## src/rtl/sdram_cmd_arbiter_if.sv

```systemverilog
// rtl/sdram_cmd_arbiter_if.sv - requester and SDRAM controller signals for sdram_cmd_arbiter
// master is the arbiter side; slave is the requesters plus SDRAM controller.
interface sdram_cmd_arbiter_if #(
   parameter int AddrWidth = 23,
   parameter int DataWidth = 16
);
   logic                 req0_trigger;
   logic                 req0_write;
   logic [AddrWidth-1:0] req0_addr;
   logic [DataWidth-1:0] req0_wdata;
   logic                 req0_accept;
   logic [DataWidth-1:0] req0_rdata;
   logic                 req0_rvalid;

   logic                 req1_trigger;
   logic                 req1_write;
   logic [AddrWidth-1:0] req1_addr;
   logic [DataWidth-1:0] req1_wdata;
   logic                 req1_accept;
   logic [DataWidth-1:0] req1_rdata;
   logic                 req1_rvalid;

   logic                 cmdTrigger;
   logic                 cmdWrite;
   logic [AddrWidth-1:0] cmdAddr;
   logic [DataWidth-1:0] cmdWriteData;
   logic                 cmdReady;
   logic [DataWidth-1:0] cmdReadData;
   logic                 cmdReadDataValid;

   logic                 tagError;

   modport master (
      input  req0_trigger, req0_write, req0_addr, req0_wdata,
      input  req1_trigger, req1_write, req1_addr, req1_wdata,
      input  cmdReady, cmdReadData, cmdReadDataValid,
      output req0_accept, req0_rdata, req0_rvalid,
      output req1_accept, req1_rdata, req1_rvalid,
      output cmdTrigger, cmdWrite, cmdAddr, cmdWriteData,
      output tagError
   );

   modport slave (
      output req0_trigger, req0_write, req0_addr, req0_wdata,
      output req1_trigger, req1_write, req1_addr, req1_wdata,
      output cmdReady, cmdReadData, cmdReadDataValid,
      input  req0_accept, req0_rdata, req0_rvalid,
      input  req1_accept, req1_rdata, req1_rvalid,
      input  cmdTrigger, cmdWrite, cmdAddr, cmdWriteData,
      input  tagError
   );
endinterface

```

## src/rtl/sdram_cmd_arbiter.sv

```systemverilog
// rtl/sdram_cmd_arbiter.sv - two-port round-robin SDRAM command arbiter with read tag FIFO
// Read data is routed back to its requester through an in-order FIFO of grant indices.
module sdram_cmd_arbiter #(
   parameter int AddrWidth = 23,
   parameter int DataWidth = 16,
   parameter int TagDepth  = 4
) (
   input  logic                clk12mhz,
   input  logic                rst,
   sdram_cmd_arbiter_if.master bus
);
   localparam int PtrW = $clog2(TagDepth);
   localparam int CntW = PtrW + 1;

   typedef enum logic {IDLE, ISSUE} state_e;

   state_e               state_q, state_d;
   logic                 grant_q, grant_d;
   logic                 last_q, last_d;
   logic                 cmd_trigger_q, cmd_trigger_d;
   logic                 cmd_write_q, cmd_write_d;
   logic [AddrWidth-1:0] cmd_addr_q, cmd_addr_d;
   logic [DataWidth-1:0] cmd_wdata_q, cmd_wdata_d;
   logic [TagDepth-1:0]  tag_mem_q, tag_mem_d;
   logic [PtrW-1:0]      wr_ptr_q, wr_ptr_d, rd_ptr_q, rd_ptr_d;
   logic [CntW-1:0]      count_q, count_d;
   logic [DataWidth-1:0] rdata0_q, rdata0_d, rdata1_q, rdata1_d;
   logic                 rvalid0_q, rvalid0_d, rvalid1_q, rvalid1_d;
   logic                 tag_error_q, tag_error_d;

   logic fifo_full, fifo_empty, elig0, elig1, pick, cmd_fire, push, pop, head_tag;

   always_comb begin
      state_d       = state_q;
      grant_d       = grant_q;
      last_d        = last_q;
      cmd_trigger_d = cmd_trigger_q;
      cmd_write_d   = cmd_write_q;
      cmd_addr_d    = cmd_addr_q;
      cmd_wdata_d   = cmd_wdata_q;
      tag_mem_d     = tag_mem_q;
      wr_ptr_d      = wr_ptr_q;
      rd_ptr_d      = rd_ptr_q;
      rdata0_d      = rdata0_q;
      rdata1_d      = rdata1_q;
      rvalid0_d     = 1'b0;
      rvalid1_d     = 1'b0;
      pick          = 1'b0;

      // Eligibility uses the registered count, so a pop only frees space for the next cycle.
      fifo_full  = (count_q == CntW'(TagDepth));
      fifo_empty = (count_q == '0);
      elig0      = bus.req0_trigger && (bus.req0_write || !fifo_full);
      elig1      = bus.req1_trigger && (bus.req1_write || !fifo_full);
      cmd_fire   = (state_q == ISSUE) && cmd_trigger_q && bus.cmdReady;
      push       = cmd_fire && !cmd_write_q;
      pop        = bus.cmdReadDataValid && !fifo_empty;
      head_tag   = tag_mem_q[rd_ptr_q];

      case (state_q)
         IDLE: begin
            if (elig0 || elig1) begin
               pick          = (elig0 && elig1) ? ~last_q : elig1;
               grant_d       = pick;
               last_d        = pick;
               cmd_trigger_d = 1'b1;
               cmd_write_d   = pick ? bus.req1_write : bus.req0_write;
               cmd_addr_d    = pick ? bus.req1_addr  : bus.req0_addr;
               cmd_wdata_d   = pick ? bus.req1_wdata : bus.req0_wdata;
               state_d       = ISSUE;
            end
         end
         ISSUE: begin
            if (cmd_fire) begin
               cmd_trigger_d = 1'b0;
               state_d       = IDLE;
            end
         end
         default: state_d = IDLE;
      endcase

      if (push) begin
         tag_mem_d[wr_ptr_q] = grant_q;
         wr_ptr_d            = wr_ptr_q + 1'b1;
      end
      if (pop) begin
         rd_ptr_d = rd_ptr_q + 1'b1;
         if (head_tag) begin
            rdata1_d  = bus.cmdReadData;
            rvalid1_d = 1'b1;
         end else begin
            rdata0_d  = bus.cmdReadData;
            rvalid0_d = 1'b1;
         end
      end
      count_d     = count_q + CntW'(push) - CntW'(pop);
      tag_error_d = tag_error_q || (bus.cmdReadDataValid && fifo_empty);
   end

   always_ff @(posedge clk12mhz) begin
      if (rst) begin
         state_q       <= IDLE;
         grant_q       <= 1'b0;
         last_q        <= 1'b1;
         cmd_trigger_q <= 1'b0;
         cmd_write_q   <= 1'b0;
         cmd_addr_q    <= '0;
         cmd_wdata_q   <= '0;
         tag_mem_q     <= '0;
         wr_ptr_q      <= '0;
         rd_ptr_q      <= '0;
         count_q       <= '0;
         rdata0_q      <= '0;
         rdata1_q      <= '0;
         rvalid0_q     <= 1'b0;
         rvalid1_q     <= 1'b0;
         tag_error_q   <= 1'b0;
      end else begin
         state_q       <= state_d;
         grant_q       <= grant_d;
         last_q        <= last_d;
         cmd_trigger_q <= cmd_trigger_d;
         cmd_write_q   <= cmd_write_d;
         cmd_addr_q    <= cmd_addr_d;
         cmd_wdata_q   <= cmd_wdata_d;
         tag_mem_q     <= tag_mem_d;
         wr_ptr_q      <= wr_ptr_d;
         rd_ptr_q      <= rd_ptr_d;
         count_q       <= count_d;
         rdata0_q      <= rdata0_d;
         rdata1_q      <= rdata1_d;
         rvalid0_q     <= rvalid0_d;
         rvalid1_q     <= rvalid1_d;
         tag_error_q   <= tag_error_d;
      end
   end

   assign bus.req0_accept  = cmd_fire && !rst && !grant_q;
   assign bus.req1_accept  = cmd_fire && !rst && grant_q;
   assign bus.req0_rdata   = rdata0_q;
   assign bus.req1_rdata   = rdata1_q;
   assign bus.req0_rvalid  = rvalid0_q;
   assign bus.req1_rvalid  = rvalid1_q;
   assign bus.cmdTrigger   = cmd_trigger_q;
   assign bus.cmdWrite     = cmd_write_q;
   assign bus.cmdAddr      = cmd_addr_q;
   assign bus.cmdWriteData = cmd_wdata_q;
   assign bus.tagError     = tag_error_q;
endmodule

```

## src/flat_wrapper.sv

```systemverilog
// flat-port wrapper written by rule: the top's interface ports become plain ports
module sdram_cmd_arbiter_flat 
#(
   parameter int AddrWidth = 23,
   parameter int DataWidth = 16,
   parameter int TagDepth  = 4
)
  (clk12mhz, rst, bus_req0_trigger, bus_req0_write, bus_req0_addr, bus_req0_wdata, bus_req1_trigger, bus_req1_write, bus_req1_addr, bus_req1_wdata, bus_cmdReady, bus_cmdReadData, bus_cmdReadDataValid, bus_req0_accept, bus_req0_rdata, bus_req0_rvalid, bus_req1_accept, bus_req1_rdata, bus_req1_rvalid, bus_cmdTrigger, bus_cmdWrite, bus_cmdAddr, bus_cmdWriteData, bus_tagError);
  sdram_cmd_arbiter_if #(.AddrWidth(AddrWidth), .DataWidth(DataWidth)) bus_i ();
  input  logic clk12mhz;
  input  logic rst;
  input wire logic [$bits(bus_i.req0_trigger)-1:0] bus_req0_trigger;
  input wire logic [$bits(bus_i.req0_write)-1:0] bus_req0_write;
  input wire logic [$bits(bus_i.req0_addr)-1:0] bus_req0_addr;
  input wire logic [$bits(bus_i.req0_wdata)-1:0] bus_req0_wdata;
  input wire logic [$bits(bus_i.req1_trigger)-1:0] bus_req1_trigger;
  input wire logic [$bits(bus_i.req1_write)-1:0] bus_req1_write;
  input wire logic [$bits(bus_i.req1_addr)-1:0] bus_req1_addr;
  input wire logic [$bits(bus_i.req1_wdata)-1:0] bus_req1_wdata;
  input wire logic [$bits(bus_i.cmdReady)-1:0] bus_cmdReady;
  input wire logic [$bits(bus_i.cmdReadData)-1:0] bus_cmdReadData;
  input wire logic [$bits(bus_i.cmdReadDataValid)-1:0] bus_cmdReadDataValid;
  output wire logic [$bits(bus_i.req0_accept)-1:0] bus_req0_accept;
  output wire logic [$bits(bus_i.req0_rdata)-1:0] bus_req0_rdata;
  output wire logic [$bits(bus_i.req0_rvalid)-1:0] bus_req0_rvalid;
  output wire logic [$bits(bus_i.req1_accept)-1:0] bus_req1_accept;
  output wire logic [$bits(bus_i.req1_rdata)-1:0] bus_req1_rdata;
  output wire logic [$bits(bus_i.req1_rvalid)-1:0] bus_req1_rvalid;
  output wire logic [$bits(bus_i.cmdTrigger)-1:0] bus_cmdTrigger;
  output wire logic [$bits(bus_i.cmdWrite)-1:0] bus_cmdWrite;
  output wire logic [$bits(bus_i.cmdAddr)-1:0] bus_cmdAddr;
  output wire logic [$bits(bus_i.cmdWriteData)-1:0] bus_cmdWriteData;
  output wire logic [$bits(bus_i.tagError)-1:0] bus_tagError;
  assign bus_i.req0_trigger = bus_req0_trigger;
  assign bus_i.req0_write = bus_req0_write;
  assign bus_i.req0_addr = bus_req0_addr;
  assign bus_i.req0_wdata = bus_req0_wdata;
  assign bus_i.req1_trigger = bus_req1_trigger;
  assign bus_i.req1_write = bus_req1_write;
  assign bus_i.req1_addr = bus_req1_addr;
  assign bus_i.req1_wdata = bus_req1_wdata;
  assign bus_i.cmdReady = bus_cmdReady;
  assign bus_i.cmdReadData = bus_cmdReadData;
  assign bus_i.cmdReadDataValid = bus_cmdReadDataValid;
  assign bus_req0_accept = bus_i.req0_accept;
  assign bus_req0_rdata = bus_i.req0_rdata;
  assign bus_req0_rvalid = bus_i.req0_rvalid;
  assign bus_req1_accept = bus_i.req1_accept;
  assign bus_req1_rdata = bus_i.req1_rdata;
  assign bus_req1_rvalid = bus_i.req1_rvalid;
  assign bus_cmdTrigger = bus_i.cmdTrigger;
  assign bus_cmdWrite = bus_i.cmdWrite;
  assign bus_cmdAddr = bus_i.cmdAddr;
  assign bus_cmdWriteData = bus_i.cmdWriteData;
  assign bus_tagError = bus_i.tagError;
  sdram_cmd_arbiter #(.AddrWidth(AddrWidth), .DataWidth(DataWidth), .TagDepth(TagDepth)) u_core (.clk12mhz(clk12mhz), .rst(rst), .bus(bus_i));
endmodule
```

## config.mk

```make
export PLATFORM = sky130hd
export DESIGN_NAME = sdram_cmd_arbiter_flat
export DESIGN_NICKNAME = d
export VERILOG_FILES = /design/src/rtl/sdram_cmd_arbiter_if.sv /design/src/rtl/sdram_cmd_arbiter.sv /design/src/flat_wrapper.sv
export SDC_FILE = /design/constraint.sdc
export NUM_CORES = 1
export LEC_CHECK = 0
export BUFFER_PORTS_ARGS = -buffer_cell sky130_fd_sc_hd__buf_2
export CAP_MARGIN = 10
export CORE_MARGIN = 10
export CORE_UTILIZATION = 46
export DETAILED_ROUTE_END_ITERATION = 16
export PLACE_DENSITY = 0.85
export SLEW_MARGIN = 0
export SYNTH_ARGS = -nofsm -noshare
export SYNTH_HDL_FRONTEND = slang
export SYNTH_SLANG_ARGS = --single-unit
```

## constraint.sdc

```tcl
create_clock -name clk12mhz -period 2.8 [get_ports clk12mhz]
set_input_delay 0.42 -clock clk12mhz [delete_from_list [all_inputs] [get_ports clk12mhz]]
set_output_delay 0.42 -clock clk12mhz [all_outputs]
set_load 0.01 [all_outputs]
```

==> out/metrics.csv <==
stage,metric,value,unit
final_layout,Final nets,734,
logic_synthesis,post-synthesis mux area share,0.889,%
final_layout,register area,0.00180,mm²
logic_synthesis,Compound-Gate Fraction of Synth Area,17.1,%
placed_design,PortBufs,179,
clock_tree,Num CTS Buffers,9,
setup_path,"Slowest-stage cell, CP",or4b_1,
grt,Congestion Overflow GR,0,
clock_tree,Resize count post-CTS,0,
clock_tree,Clock Tree Root,clkbuf_8,
hold_path,HP Class,input port to register,
clock_tree,Clock transition at path regs,90,ps
floorplan,die area,0.0119,mm²
setup_path,crit path cell chain,"or4b_1, a311oi_4, buf_4, nand2_1, a311oi_1",
power,VDD IR max,0.000376,V
job,MaxCap Viol Count,0,
setup_path,Worst Path Arrival,2540,ps
logic_synthesis,Mapped Area,0.00366,mm²
clock_tree,clock buffer depth,2,
sta,worst-margin pin slew,857,ps
sta,Setup Skew,11.5,ps
setup_path,worst-path maximum fanout,31,
grt,first-pass GRT wire length,17.5,mm
floorplan,I/O pin count,180,
setup_path,Setup crit start kind,register,
placed_design,DP HPWL,8.59,mm
sta,setup ws final,514,ps
final_layout,most frequent cells in the layout,"buf_2 (179), nand2_1 (153), dfxtp_1 (90)",
routing,Initial DRC Count,133,
power,PwrDens,764,mW/mm²
floorplan,Std-Cell Rows,32,
clock_tree,hold buffers post-CTS,0,
routing,detailed-route via count,3785,
routing,per-cell routed wire length,15.5,µm
placed_design,dpl ws,346,ps
final_layout,Ant. Diodes,0,
floorplan,Starting Density,47.4,%
logic_synthesis,post-synth net total,570,
routing,Total Wirelength,11.4,mm
logic_synthesis,XOR/XNOR Fraction of Synth Area,1.20,%
sta,TNS Setup,0,ps
sta,Max-slew headroom,42.9,%
routing,DRC errors left,0,
sta,Highest Clock Rate,0.437,GHz
final_layout,Layout Area Growth over Synthesis,34.2,%
clock_tree,CTS tree,done,
logic_synthesis,register area share after synthesis,49.2,%
logic_synthesis,synthesis-stage register bit count,90,
final_layout,"Cell Count, Final, Fillers Out",733,
sta,Final min period,2290,ps
placed_design,routability congestion estimate,0.810,
setup_path,Worst Path Required,3060,ps
setup_path,"Buf+Inv Stages, Crit Path",1,
final_layout,"commonest non-fill, non-tap cell in the layout",buf_2,
sta,Final Cycle Share,81.6,%
final_layout,share of layout cells above drive strength 1,32.8,%
power,Leak,2.29,nW
floorplan,Core Area,0.00773,mm²
clock_tree,clock latency on the worst-skew pair,350,ps
sta,RSZ-0062 raised after global routing,no,
setup_path,CP Class,register to register,
placed_design,placed cells,716,
grt,number of global-route vias before repair,3746,
sta,final setup fails,0,
logic_synthesis,syn_area_per_cell,7.92,µm²
logic_synthesis,Mapped Cells,462,
sta,pins over their slew limit,0,
clock_tree,Clock Sinks,90,
status,outcome,"finished, final reports clean",
clock_tree,setup bufs post-CTS,0,
grt,All-Layer GR Usage,18.0,%
routing,drt pass-1 iters,4,
setup_path,worst reg-to-reg setup slack,510,ps
setup_path,Crit path largest cell delay,690,ps
logic_synthesis,yosys warns,0,
routing,antenna-violating nets left,0,
grt,initial antenna violation count,0,
setup_path,crit end category,register,
routing,vias per cell,5.16,
sta,Final Hold Fails,0,
grt,largest net degree at the start of global routing,85,
logic_synthesis,main combinational cell family by area after synthesis,simple AND/OR/NAND/NOR gates,
logic_synthesis,post-synthesis adder-cell area fraction,2.26,%
clock_tree,H-tree depth,3,
floorplan,chip height,109,µm
floorplan,Die W,109,µm
final_layout,multi-input logic area,0.00172,mm²
setup_path,CP top delay family,simple AND/OR/NAND/NOR gates,
final_layout,Fill cells,660,
logic_synthesis,Synth Area in Simple Gates,24.7,%
logic_synthesis,synth unique cells,31,
-- per-layer routing --
layer  share of wire, %  wire (µm)  track usage [%]  up-vias
met4                1.9        217             7.53        0
met1                 39       4450             19.6     1717
met3                 13       1420             9.20       22
met5                  0          0                0        -
li1                   -          -                -     1881
met2                 46       5270             29.0      165
-- per-stage QoR --
stage / cell area (µm²) / utilization, % / hold slack [ps] / power (mW)
floorplan: 3660 / - / 433 / 2.29
global placement: 4660 / 60.3 / 439 / 2.68
detailed placement: 4660 / 60.3 / 446 / 2.73
CTS: 4900 / 63.5 / 305 / 3.79
global route: 4910 / 63.6 / 310 / 3.97
finish: 4910 / 63.6 / 323 / 3.75
-- cell type report --
type	instances	share of cell area (%)
clock buffer	12	2.95
timing repair buffer	188	20.1
sequential	90	36.7
multi-input combinational	329	35.0
clock inverter	4	2.01
tap	102	2.60
inverter	8	0.611
-- tightest hold or removal path, stage by stage --
cell     delay (ps)
buf_2           110
nand2_1          50
a21oi_1          50
-- synth_stat cells --
cell type	count	area, µm²
a211oi_1	1	7.51
a21oi_1	39	195
a221o_1	1	10.0
a2bb2oi_1	1	8.76
a311o_1	1	10.0
a311oi_1	40	350
a311oi_2	1	15.0
and4b_1	1	10.0
buf_2	6	30.0
clkbuf_1	29	109
dfxtp_1	90	1800
fa_1	1	20.0
ha_1	5	62.6
inv_1	8	30.0
mux2i_1	1	10.0
mux4_2	1	22.5
nand2_1	153	574
nand2b_1	2	12.5
nand3_1	5	25.0
nor2_1	58	218
nor2b_1	3	18.8
nor3_1	3	15.0
nor4b_2	1	15.0
o2111ai_1	1	8.76
o21ai_1	1	5.00
o2bb2ai_1	1	8.76
o31ai_1	1	7.51
or2_2	1	6.26
or4b_1	1	10.0
xnor2_1	4	35.0
xor2_1	1	8.76
-- where the power goes --
| part | internal, mW | leakage, nW | switching [mW] | total [mW] |
|---|---|---|---|---|
| sequential | 1.48 | 0.739 | 0.131 | 1.61 |
| combinational | 0.454 | 1.43 | 0.628 | 1.08 |
| clock | 0.620 | 0.121 | 0.437 | 1.06 |
-- flip-flops by register name (all words and copies together), names as in the netlist --
register / flops
u_core.tag_mem_q: 4
u_core.state_q: 1
u_core.bus.cmdTrigger: 1
u_core.bus.cmdWrite: 1
u_core.bus.cmdAddr: 23
u_core.count_q: 3
u_core.rd_ptr_q: 2
u_core.bus.req0_rvalid: 1
u_core.bus.req1_rdata: 16
u_core.bus.req1_rvalid: 1
u_core.bus.req0_rdata: 16
u_core.bus.cmdWriteData: 16
u_core.bus.tagError: 1
u_core.wr_ptr_q: 2
u_core.grant_q: 1
u_core.last_q: 1
-- path summary, 6_finish.rpt --
kind	from	end	cells past startpoint
max	u_core.count_q[1]$_SDFF_PP0_	u_core.bus.cmdAddr[12]$_SDFFE_PP0P_	5
min	bus_cmdReadData[5]	u_core.bus.req1_rdata[5]$_SDFFE_PP0P_	3
max reg2reg	u_core.count_q[1]$_SDFF_PP0_	u_core.bus.cmdAddr[12]$_SDFFE_PP0P_	5
min reg2reg	u_core.bus.req1_rdata[13]$_SDFFE_PP0P_	u_core.bus.req1_rdata[13]$_SDFFE_PP0P_	2
-- cells by family after synthesis --
| group | after synthesis |
|---|---|
| buffers and inverters | 43 |
| DFF | 90 |
| and+or+nand+nor | 228 |
| muxes | 2 |
| adders and majority gates | 6 |
| AOI/OAI and AO/OA | 88 |
| xor gates and xnor gates | 5 |
(Power assumes the default switching activity.)
